**src/rtl/bp_pkg.sv**
```systemverilog
// -----------------------------------------------------------------------------
// bp_pkg
// Shared definitions for the BytePipe register protocol, used by both the
// host-side initiator (bp_reg_initiator) and the register target (bpReg).
//   bp_state_e   : initiator transaction states
//   BP_WR_BIT    : command-byte bit that marks a write
//   BP_ADDR_MSK  : command-byte bits that carry the register address
//   bp_cmd_byte  : builds a command byte from a write flag and an address
// -----------------------------------------------------------------------------
package bp_pkg;

   typedef enum logic [2:0] {
      IDLE      = 3'd0,
      SEND_ADDR = 3'd1,
      SEND_DATA = 3'd2,
      WAIT_RSP  = 3'd3,
      RESPOND   = 3'd4
   } bp_state_e;

   localparam int         BP_WR_BIT   = 7;
   localparam logic [7:0] BP_ADDR_MSK = 8'h7f;

   // Address bits outside the mask are discarded so a wide address can never
   // corrupt the write flag.
   function automatic logic [7:0] bp_cmd_byte(input logic wr, input logic [7:0] addr);
      logic [7:0] b;
      b            = addr & BP_ADDR_MSK;
      b[BP_WR_BIT] = wr;
      return b;
   endfunction

endpackage

```
**src/rtl/bp_reg_initiator.sv**
```systemverilog
// -----------------------------------------------------------------------------
// bp_reg_initiator
// Host-side initiator for the BytePipe register protocol. A single register
// read or write request is turned into a command byte ({write, addr}) plus,
// for writes, a data byte. The one-byte reply from the target (the register
// value before this request) is returned on the response port, or a zero with
// a timeout flag if the target stays silent for TIMEOUT enabled cycles.
//
// Ports
//   i_clk, i_rst        clock, asynchronous active-low reset
//   i_cg                clock gate: when low no transfer completes, state holds
//   i_req_*/o_req_ready request channel (ready only in IDLE)
//   o_rsp_*/i_rsp_ready response channel, held until accepted
//   o_bp_data/valid     BytePipe toward the target, i_bp_ready its ready
//   i_bp_data/valid     BytePipe from the target, o_bp_ready its ready
//   o_busy              high whenever a transaction is in flight
// All outputs are registered.
// -----------------------------------------------------------------------------
module bp_reg_initiator
   import bp_pkg::*;
#(
   parameter int ADDR_W    = 7,
   parameter int TIMEOUT_W = 16,
   parameter int TIMEOUT   = 1000
) (
   input  logic              i_clk,
   input  logic              i_rst,
   input  logic              i_cg,
   input  logic              i_req_valid,
   output logic              o_req_ready,
   input  logic              i_req_write,
   input  logic [ADDR_W-1:0] i_req_addr,
   input  logic [7:0]        i_req_wrdata,
   output logic              o_rsp_valid,
   input  logic              i_rsp_ready,
   output logic [7:0]        o_rsp_data,
   output logic              o_rsp_timeout,
   output logic [7:0]        o_bp_data,
   output logic              o_bp_valid,
   input  logic              i_bp_ready,
   input  logic [7:0]        i_bp_data,
   input  logic              i_bp_valid,
   output logic              o_bp_ready,
   output logic              o_busy
);

   // The command byte is {write, addr}, so the address must fill exactly 7 bits.
   if (ADDR_W + 1 != 8) begin : g_bad_addr_w
      $error("bp_reg_initiator: ADDR_W+1 must equal 8");
   end
   if (TIMEOUT < 0 || TIMEOUT >= (2 ** TIMEOUT_W)) begin : g_bad_timeout
      $error("bp_reg_initiator: TIMEOUT does not fit in TIMEOUT_W bits");
   end

   localparam bit                   TO_EN   = (TIMEOUT > 0);
   localparam logic [TIMEOUT_W-1:0] TO_LAST = TIMEOUT_W'((TIMEOUT > 0) ? TIMEOUT - 1 : 0);

   bp_state_e            state_q, state_d;
   logic                 wr_q, wr_d;
   logic [7:0]           wrdata_q, wrdata_d;
   logic [TIMEOUT_W-1:0] cnt_q, cnt_d;
   logic                 req_ready_q, req_ready_d;
   logic                 rsp_valid_q, rsp_valid_d;
   logic [7:0]           rsp_data_q, rsp_data_d;
   logic                 rsp_timeout_q, rsp_timeout_d;
   logic [7:0]           bp_data_q, bp_data_d;
   logic                 bp_valid_q, bp_valid_d;
   logic                 bp_ready_q, bp_ready_d;
   logic                 busy_q, busy_d;

   logic req_xfer_s, bp_out_xfer_s, bp_in_xfer_s, rsp_xfer_s, timeout_hit_s;

   // Handshake qualifiers: a transfer needs valid, ready and an enabled cycle.
   always_comb begin
      req_xfer_s    = i_req_valid & req_ready_q & i_cg;
      bp_out_xfer_s = bp_valid_q  & i_bp_ready  & i_cg;
      bp_in_xfer_s  = i_bp_valid  & bp_ready_q  & i_cg;
      rsp_xfer_s    = rsp_valid_q & i_rsp_ready & i_cg;
      timeout_hit_s = TO_EN && (cnt_q == TO_LAST);
   end

   // Next-state and next-output logic; every output is computed for the
   // cycle after the transition so the registered outputs track the state.
   always_comb begin
      state_d       = state_q;
      wr_d          = wr_q;
      wrdata_d      = wrdata_q;
      cnt_d         = cnt_q;
      req_ready_d   = req_ready_q;
      rsp_valid_d   = rsp_valid_q;
      rsp_data_d    = rsp_data_q;
      rsp_timeout_d = rsp_timeout_q;
      bp_data_d     = bp_data_q;
      bp_valid_d    = bp_valid_q;
      bp_ready_d    = bp_ready_q;
      busy_d        = busy_q;

      case (state_q)
         IDLE: begin
            // o_bp_ready stays high here, so stray target bytes are silently
            // drained and never reach the response port.
            if (req_xfer_s) begin
               state_d     = SEND_ADDR;
               wr_d        = i_req_write;
               wrdata_d    = i_req_wrdata;
               bp_data_d   = bp_cmd_byte(i_req_write, 8'(i_req_addr));
               bp_valid_d  = 1'b1;
               bp_ready_d  = 1'b0;
               req_ready_d = 1'b0;
               busy_d      = 1'b1;
            end else begin
               state_d = IDLE;
            end
         end

         SEND_ADDR: begin
            if (bp_out_xfer_s && wr_q) begin
               state_d   = SEND_DATA;
               bp_data_d = wrdata_q;
            end else if (bp_out_xfer_s) begin
               state_d    = WAIT_RSP;
               bp_valid_d = 1'b0;
               bp_ready_d = 1'b1;
               cnt_d      = '0;
            end else begin
               state_d = SEND_ADDR;
            end
         end

         SEND_DATA: begin
            if (bp_out_xfer_s) begin
               state_d    = WAIT_RSP;
               bp_valid_d = 1'b0;
               bp_ready_d = 1'b1;
               cnt_d      = '0;
            end else begin
               state_d = SEND_DATA;
            end
         end

         WAIT_RSP: begin
            // A byte arriving on the last allowed cycle beats the timeout.
            if (bp_in_xfer_s) begin
               state_d       = RESPOND;
               rsp_data_d    = i_bp_data;
               rsp_timeout_d = 1'b0;
               rsp_valid_d   = 1'b1;
               bp_ready_d    = 1'b0;
            end else if (i_cg && timeout_hit_s) begin
               state_d       = RESPOND;
               rsp_data_d    = 8'h00;
               rsp_timeout_d = 1'b1;
               rsp_valid_d   = 1'b1;
               bp_ready_d    = 1'b0;
            end else if (i_cg) begin
               cnt_d = cnt_q + TIMEOUT_W'(1);
            end else begin
               cnt_d = cnt_q;
            end
         end

         RESPOND: begin
            if (rsp_xfer_s) begin
               state_d     = IDLE;
               rsp_valid_d = 1'b0;
               req_ready_d = 1'b1;
               bp_ready_d  = 1'b1;
               busy_d      = 1'b0;
            end else begin
               state_d = RESPOND;
            end
         end

         default: begin
            state_d       = IDLE;
            cnt_d         = '0;
            req_ready_d   = 1'b1;
            rsp_valid_d   = 1'b0;
            rsp_data_d    = 8'h00;
            rsp_timeout_d = 1'b0;
            bp_data_d     = 8'h00;
            bp_valid_d    = 1'b0;
            bp_ready_d    = 1'b1;
            busy_d        = 1'b0;
         end
      endcase
   end

   // State, request latch, timeout counter and registered outputs.
   always_ff @(posedge i_clk or negedge i_rst) begin
      if (!i_rst) begin
         state_q       <= IDLE;
         wr_q          <= 1'b0;
         wrdata_q      <= 8'h00;
         cnt_q         <= '0;
         req_ready_q   <= 1'b1;
         rsp_valid_q   <= 1'b0;
         rsp_data_q    <= 8'h00;
         rsp_timeout_q <= 1'b0;
         bp_data_q     <= 8'h00;
         bp_valid_q    <= 1'b0;
         bp_ready_q    <= 1'b1;
         busy_q        <= 1'b0;
      end else begin
         state_q       <= state_d;
         wr_q          <= wr_d;
         wrdata_q      <= wrdata_d;
         cnt_q         <= cnt_d;
         req_ready_q   <= req_ready_d;
         rsp_valid_q   <= rsp_valid_d;
         rsp_data_q    <= rsp_data_d;
         rsp_timeout_q <= rsp_timeout_d;
         bp_data_q     <= bp_data_d;
         bp_valid_q    <= bp_valid_d;
         bp_ready_q    <= bp_ready_d;
         busy_q        <= busy_d;
      end
   end

   assign o_req_ready   = req_ready_q;
   assign o_rsp_valid   = rsp_valid_q;
   assign o_rsp_data    = rsp_data_q;
   assign o_rsp_timeout = rsp_timeout_q;
   assign o_bp_data     = bp_data_q;
   assign o_bp_valid    = bp_valid_q;
   assign o_bp_ready    = bp_ready_q;
   assign o_busy        = busy_q;

endmodule

```
**config.mk**
```make
export PLATFORM = sky130hd
export DESIGN_NAME = bp_reg_initiator
export DESIGN_NICKNAME = d
export VERILOG_FILES = /design/src/rtl/bp_pkg.sv /design/src/rtl/bp_reg_initiator.sv
export SDC_FILE = /design/constraint.sdc
export NUM_CORES = 1
export LEC_CHECK = 0
export BUFFER_PORTS_ARGS = -buffer_cell sky130_fd_sc_hd__buf_4
export CAP_MARGIN = 15
export CORE_ASPECT_RATIO = 1.75
export CORE_UTILIZATION = 35
export DETAILED_ROUTE_END_ITERATION = 7
export PLACE_DENSITY = 0.61
export SLEW_MARGIN = 20
export SYNTH_ARGS = -nofsm -noshare
export SYNTH_HDL_FRONTEND = slang
export SYNTH_SLANG_ARGS = --single-unit
```
**constraint.sdc**
```tcl
create_clock -name i_clk -period 2 [get_ports i_clk]
set_input_delay 0.4 -clock i_clk [delete_from_list [all_inputs] [get_ports i_clk]]
set_output_delay 0.4 -clock i_clk [all_outputs]
set_load 0.1 [all_outputs]
```
# Word-level counts from Yosys, hierarchy flattened
# Cells that the tools add are included.
[word_totals]
out_inout_bits = 22
reg_bits = 50
in_bits = 31
[classes]
eq_ne = 13
n_addsub = 1
mux = 39
bitwise = 14
n_reduce_logical = 17
[ops]
columns = ["op", "count"]
rows = [
  ["16-bit 2-to-1 mux", 5],
  ["16-bit case mux with 4 select lines", 1],
  ["8-bit 2-to-1 mux", 4],
  ["8-bit case mux with 3 select lines", 1],
  ["16-bit by 1-bit adder with 16-bit output, second input constant", 1],
  ["16-bit by 10-bit equality test with 1-bit output, second input constant", 1],
  ["8-bit case mux with 2 select lines", 1],
  ["1-bit 2-to-1 mux", 15],
  ["3-bit case mux with 5 select lines", 1],
  ["2-bit inequality test, second input constant", 7],
  ["3-bit AND reduction", 4],
  ["3-bit 2-to-1 mux", 3],
  ["1-bit case mux with 3 select lines", 3],
  ["3-bit OR reduction", 3],
  ["1-bit bitwise AND", 8],
  ["3-bit by 2-bit equality test with 1-bit output, second input constant", 2],
  ["1-bit inverter", 6],
  ["1-bit case mux with 5 select lines", 1],
  ["5-bit AND reduction", 1],
  ["2-bit 2-to-1 mux", 2],
  ["1-bit case mux with 4 select lines", 1],
  ["2-bit AND reduction", 2],
  ["4-bit AND reduction", 1],
  ["2-bit OR reduction", 2],
  ["7 further kinds", 8],
]

# Depth between registers and ports, before layout
[logic_depth]
depth_word = 5
mapped_depth = 6
ltp_nobuf = 5

# Worst setup path before layout
# No wires, ideal clock.
[synth_path]
path_type = "reg2reg"
start = "reg bp_valid_q, in the netlist o_bp_valid"
end = "reg bp_data_q[0], in the netlist o_bp_data[0]"
stages_incl_launch_ff = 5
n_path_buf = 0
t_required_ns = 1.875
setup_time_ns = 0.125
synth_period_minus_slack_ns = 2.216
t_arrival_ns = 2.091
setup_slack_ns = -0.216
path_cell_list = "dfrtp_1 and3_1 a32oi_1 o2bb2ai_2 mux2_2"
[synth_via]
elab_chain_cells = 5
[synth_lines]
columns = ["element", "line", "source"]
rows = [
  ["from (decl)", "bp_reg_initiator.sv:67", "logic bp_valid_q, bp_valid_d;"],
  ["from (signal assigned)", "bp_reg_initiator.sv:214", "bp_valid_q <= bp_valid_d;"],
  ["1-bit bitwise AND (2 in series)", "bp_reg_initiator.sv:76", "bp_out_xfer_s = bp_valid_q & i_bp_ready & i_cg;"],
  ["1-bit logical AND", "bp_reg_initiator.sv:117", "if (bp_out_xfer_s && wr_q) begin"],
  ["2-bit inequality test (no source line)", "-", ""],
  ["3-bit AND reduction (no source line)", "-", ""],
  ["to (signal assigned)", "bp_reg_initiator.sv:213", "bp_data_q <= bp_data_d;"],
  ["to (decl)", "bp_reg_initiator.sv:66", "logic [7:0] bp_data_q, bp_data_d;"],
]
# Every way passes these cells.
# A chain may end at the register's enable or synchronous reset.

# Worst setup path in the final report
[layout_path]
start = "reg cnt_q[4]"
end = "reg cnt_q[7]"
[layout_via]
elab_chain_cells = 5
word_cells_on_any_way = 9
[layout_lines]
columns = ["element", "line", "source"]
rows = [
  ["from (decl)", "bp_reg_initiator.sv:61", "logic [TIMEOUT_W-1:0] cnt_q, cnt_d;"],
  ["from (signal assigned)", "bp_reg_initiator.sv:208", "cnt_q <= cnt_d;"],
  ["16-bit by 1-bit adder with 16-bit output", "bp_reg_initiator.sv:156", "cnt_d = cnt_q + TIMEOUT_W'(1);"],
  ["16-bit 2-to-1 mux", "bp_reg_initiator.sv:155", "end else if (i_cg) begin"],
  ["16-bit 2-to-1 mux", "bp_reg_initiator.sv:149", "end else if (i_cg && timeout_hit_s) begin"],
  ["16-bit 2-to-1 mux", "bp_reg_initiator.sv:143", "if (bp_in_xfer_s) begin"],
  ["16-bit case mux with 4 select lines", "bp_reg_initiator.sv:98", "case (state_q)"],
]
# Parallel ways exist; a longest one is shown, timed or not. The select of a mux whose other input is x is not followed.

==> summary.md <==
| Metric | Value |
|---|---|
| Status | finished clean |
| Peak supply drop | 834 uV |
| Number of synthesized flops with an enable pin | 0 |
| CTS tree | done |
| DR vias | 2315 |
| DRT iter0 DRCs | 157 |
| Final setup viols | 0 |
| Starting Density | 0.358 |
| Pwr/cell area | 1480 nW/um^2 |
| Area grow syn2layout | 30.6% |
| Slew Viols, Final | 0 |
| Fill cells | 691 |
| Root Driver | clkbuf_16 |
| Total core area | 7180 sq um |
| Pleak | 1.54 nW |
| Post-synthesis mux area share | 0.0788 |
| DRC viols | 0 |
| Util after Layout | 0.468 |
| Area leader, netlist | dfrtp_1 |
| Final worst path period need | 1.88 ns |
| Max Clock Skew | 0.00397 ns |
| CTS sink cnt | 50 |
| Final wirelength | 6950 um |
| FFs w/ async S/R, synth | 1.00 |
| RSZ-0062 raised after global routing | no |
| Synth Warn # | 0 |
| Vias in the first global route | 2376 |
| Final Cycle Share | 0.941 |
| # H-tree levels | 2 |
| Synth Area in XOR/XNOR | 0 |
| Antenna fix cells | 0 |
| Syn nets | 269 |
| Largest family of logic cells by synthesized area | compound AO/OA/AOI/OAI gates |
| Area contributors post-synth | dfrtp_1, mux2_2, a22o_1, a31oi_1, and3_1 |
| Post-Syn Instances | 237 |
| Grt peak-use layer | met2 |
| Final TNS setup | 0 ns |
| All-Layer GR Usage | 0.198 |
| DP HPWL | 5240 um |
| CTS max path bufs | 2 |
| Final nets | 340 |
| Arr. time, crit path | 2.08 ns |
| Fin. Hold Viols | 0 |
| Chip Height | 115 um |
| Die W | 66.8 um |
| Post-synthesis adder-cell area fraction | 0.00486 |
| Remaining Overflow, GRT | 0 |
| Most used DFF post-synth | dfrtp_1 |
| Clock Latency Late Sink | 0.29 ns |
| CTS Hold Buffers Added | 0 |
| Yosys top cell area share | 0.467 |
| Syn_area_per_cell | 10.9 sq um |
| Initial antenna violation count | 0 |
| Distinct cells, synth | 50 |
| Met3 Track Usage GR | 0.0344 |
| Fin Hold WS | 0.138 ns |
| Crit path kind | reg -> reg |
| CP endpoint kind | register |
| DR WL/cell | 17.6 um |
| Row cnt | 41 |
| Layout cell share with drive strength beyond 1 | 0.353 |
| Simple-gate share of the synthesized area | 0.165 |
| TritonCTS Buffers | 5 |
| CP max FO | 7 |
| GR Util met1 | 0.205 |
| Min-Delay Path Class | in -> async |
| CTS clock-pin slew for the worst setup and hold paths | 0.07 ns |
| Worst setup SP type | register |
| ANT nets after route | 0 |
| Fmax | 0.531 GHz |
| Synth Register Bits | 50 |
| Syn Std Cell Area | 2570 sq um |
| Vias per cell | 5.86 |
| Largest net degree at the start of global routing | 51 |
| Die ar. | 7710 sq um |
| Rel. slew slack | 0.362 |
| Placer congestion estimate | 0.832 |
| Met2 usage | 0.364 |
| CTS-repair resized insts | 0 |
| Drt pass-1 iters | 4 |
| Port bufs | 52 |
| Compound-Gate Fraction of Synth Area | 0.239 |
| Worst Path Required | 2.20 ns |
| Top-level port count | 53 |
| Worst-margin pin slew | 0.950 ns |
| Register area share after synthesis | 0.487 |
| Max_cap viols | 0 |
| Global-route wire length before repair | 11400 um |
| Post-CTS Setup Inserts | 0 |
-- sequential cells by signal, summed over array words and instances (netlist names) --
register / count
cnt_q: 16
o_rsp_data: 8
o_bp_valid: 1
o_req_ready: 1
wr_q: 1
o_rsp_timeout: 1
state_q: 3
o_bp_data: 8
o_bp_ready: 1
o_busy: 1
o_rsp_valid: 1
wrdata_q: 8
-- where the power goes --
part / switching, mW / total [mW] / internal (mW) / leakage [nW]
clock: 0.365 / 0.957 / 0.592 / 0.0781
combinational: 1.66 / 2.52 / 0.853 / 0.813
sequential: 0.219 / 1.51 / 1.30 / 0.653
-- cell usage in the layout, fill, tap and decap left out, types with 2 or more instances in the layout --
cell type and n:
a211oi_1 2, a21o_1 2, a21oi_1 8, a221o_1 4
a22o_1 17, a22oi_1 2, a31o_2 2, a31oi_1 15
a32oi_1 2, a41oi_1 4, and2_1 4, and3_1 9
and4_1 6, and4b_1 2, buf_4 76, clkbuf_1 2
clkbuf_16 5, dfrtp_1 47, inv_1 2, mux2_2 18
nand2_1 11, nand2b_1 3, nand3_1 11, nand4_1 2
nor2_1 7, nor2b_1 2, nor3_1 5, nor3b_1 2
nor4_1 2, nor4b_1 2, o211ai_1 2, o21ai_0 9
o21ai_1 2, o311a_1 2
-- worst paths after layout --
kind	endpoint	from	slack, ns	depth (start not counted)
max	cnt_q[7]$_DFFE_PN0P_	cnt_q[4]$_DFFE_PN0P_	0.12	5
min	cnt_q[3]$_DFFE_PN0P_	i_rst	0.14	1
min reg2reg	o_rsp_data[4]$_DFFE_PN0P_	o_rsp_data[4]$_DFFE_PN0P_	0.50	1
min in group i_clk	o_rsp_data[3]$_DFFE_PN0P_	i_bp_data[3]	0.33	2
max in group asynchronous	o_bp_valid$_DFFE_PN0P_	i_rst	1.41	1
max reg2reg	cnt_q[7]$_DFFE_PN0P_	cnt_q[4]$_DFFE_PN0P_	0.12	5
-- area by class of cell --
type,count,area [sq um],share of cell area
Sequential cell,50,1260,0.374
Multi-Input combinational cell,173,1250,0.373
Timing Repair Buffer,76,571,0.170
Clock buffer,7,133,0.0394
Tap cell,86,108,0.0320
Clock inverter,1,30.0,0.00893
Inverter,2,7.51,0.00223
-- worst max-delay path, stage by stage, from the launching register on --
cell,delay [ns]
dfrtp_1,0.39
nor4bb_1,0.42
nand4_1,0.30
buf_4,0.26
a31o_2,0.23
a31oi_1,0.20
-- through the flow --
step | power, mW | worst slack [ns] | cell area (sq um) | cells
4_1_cts | 5.02 | 0.0623 | 3360 | 395
5_1_grt | 5.23 | 0.00306 | 3360 | 395
3_5_place_dp | 4.05 | 0.105 | 3200 | 387
6_report | 4.99 | 0.118 | 3360 | 395
2_1_floorplan | 3.39 | 0.0829 | 2580 | 237
3_3_place_gp | 4.04 | 0.0654 | 3200 | 387
-- synth_stat cells, types with 5 or more instances --
library cell  number
and3_1             9
nand3_1           11
a22o_1            17
dfrtp_1           48
nand2_1           11
o21ai_0            9
mux2_2            18
clkbuf_1           6
a21oi_1            8
nor2_1             7
a31oi_1           15
nor3_1             5
and4_1             6
-- kinds of logic (layout without fill, tap and decap cells) --
logic type,Yosys count,count (layout)
compound gates,82,82
simple gates,72,72
flops,50,50
mux,18,18
buf+inv,14,86
fa+ha+maj,1,1
-- layer usage --
metal / share of wire / wire length, um
met1: 0.37 / 2540
met2: 0.56 / 3880
met3: 0.036 / 251
met4: 0.040 / 276
met5: 0 / 0
Power figures use the tool's default switching activity.
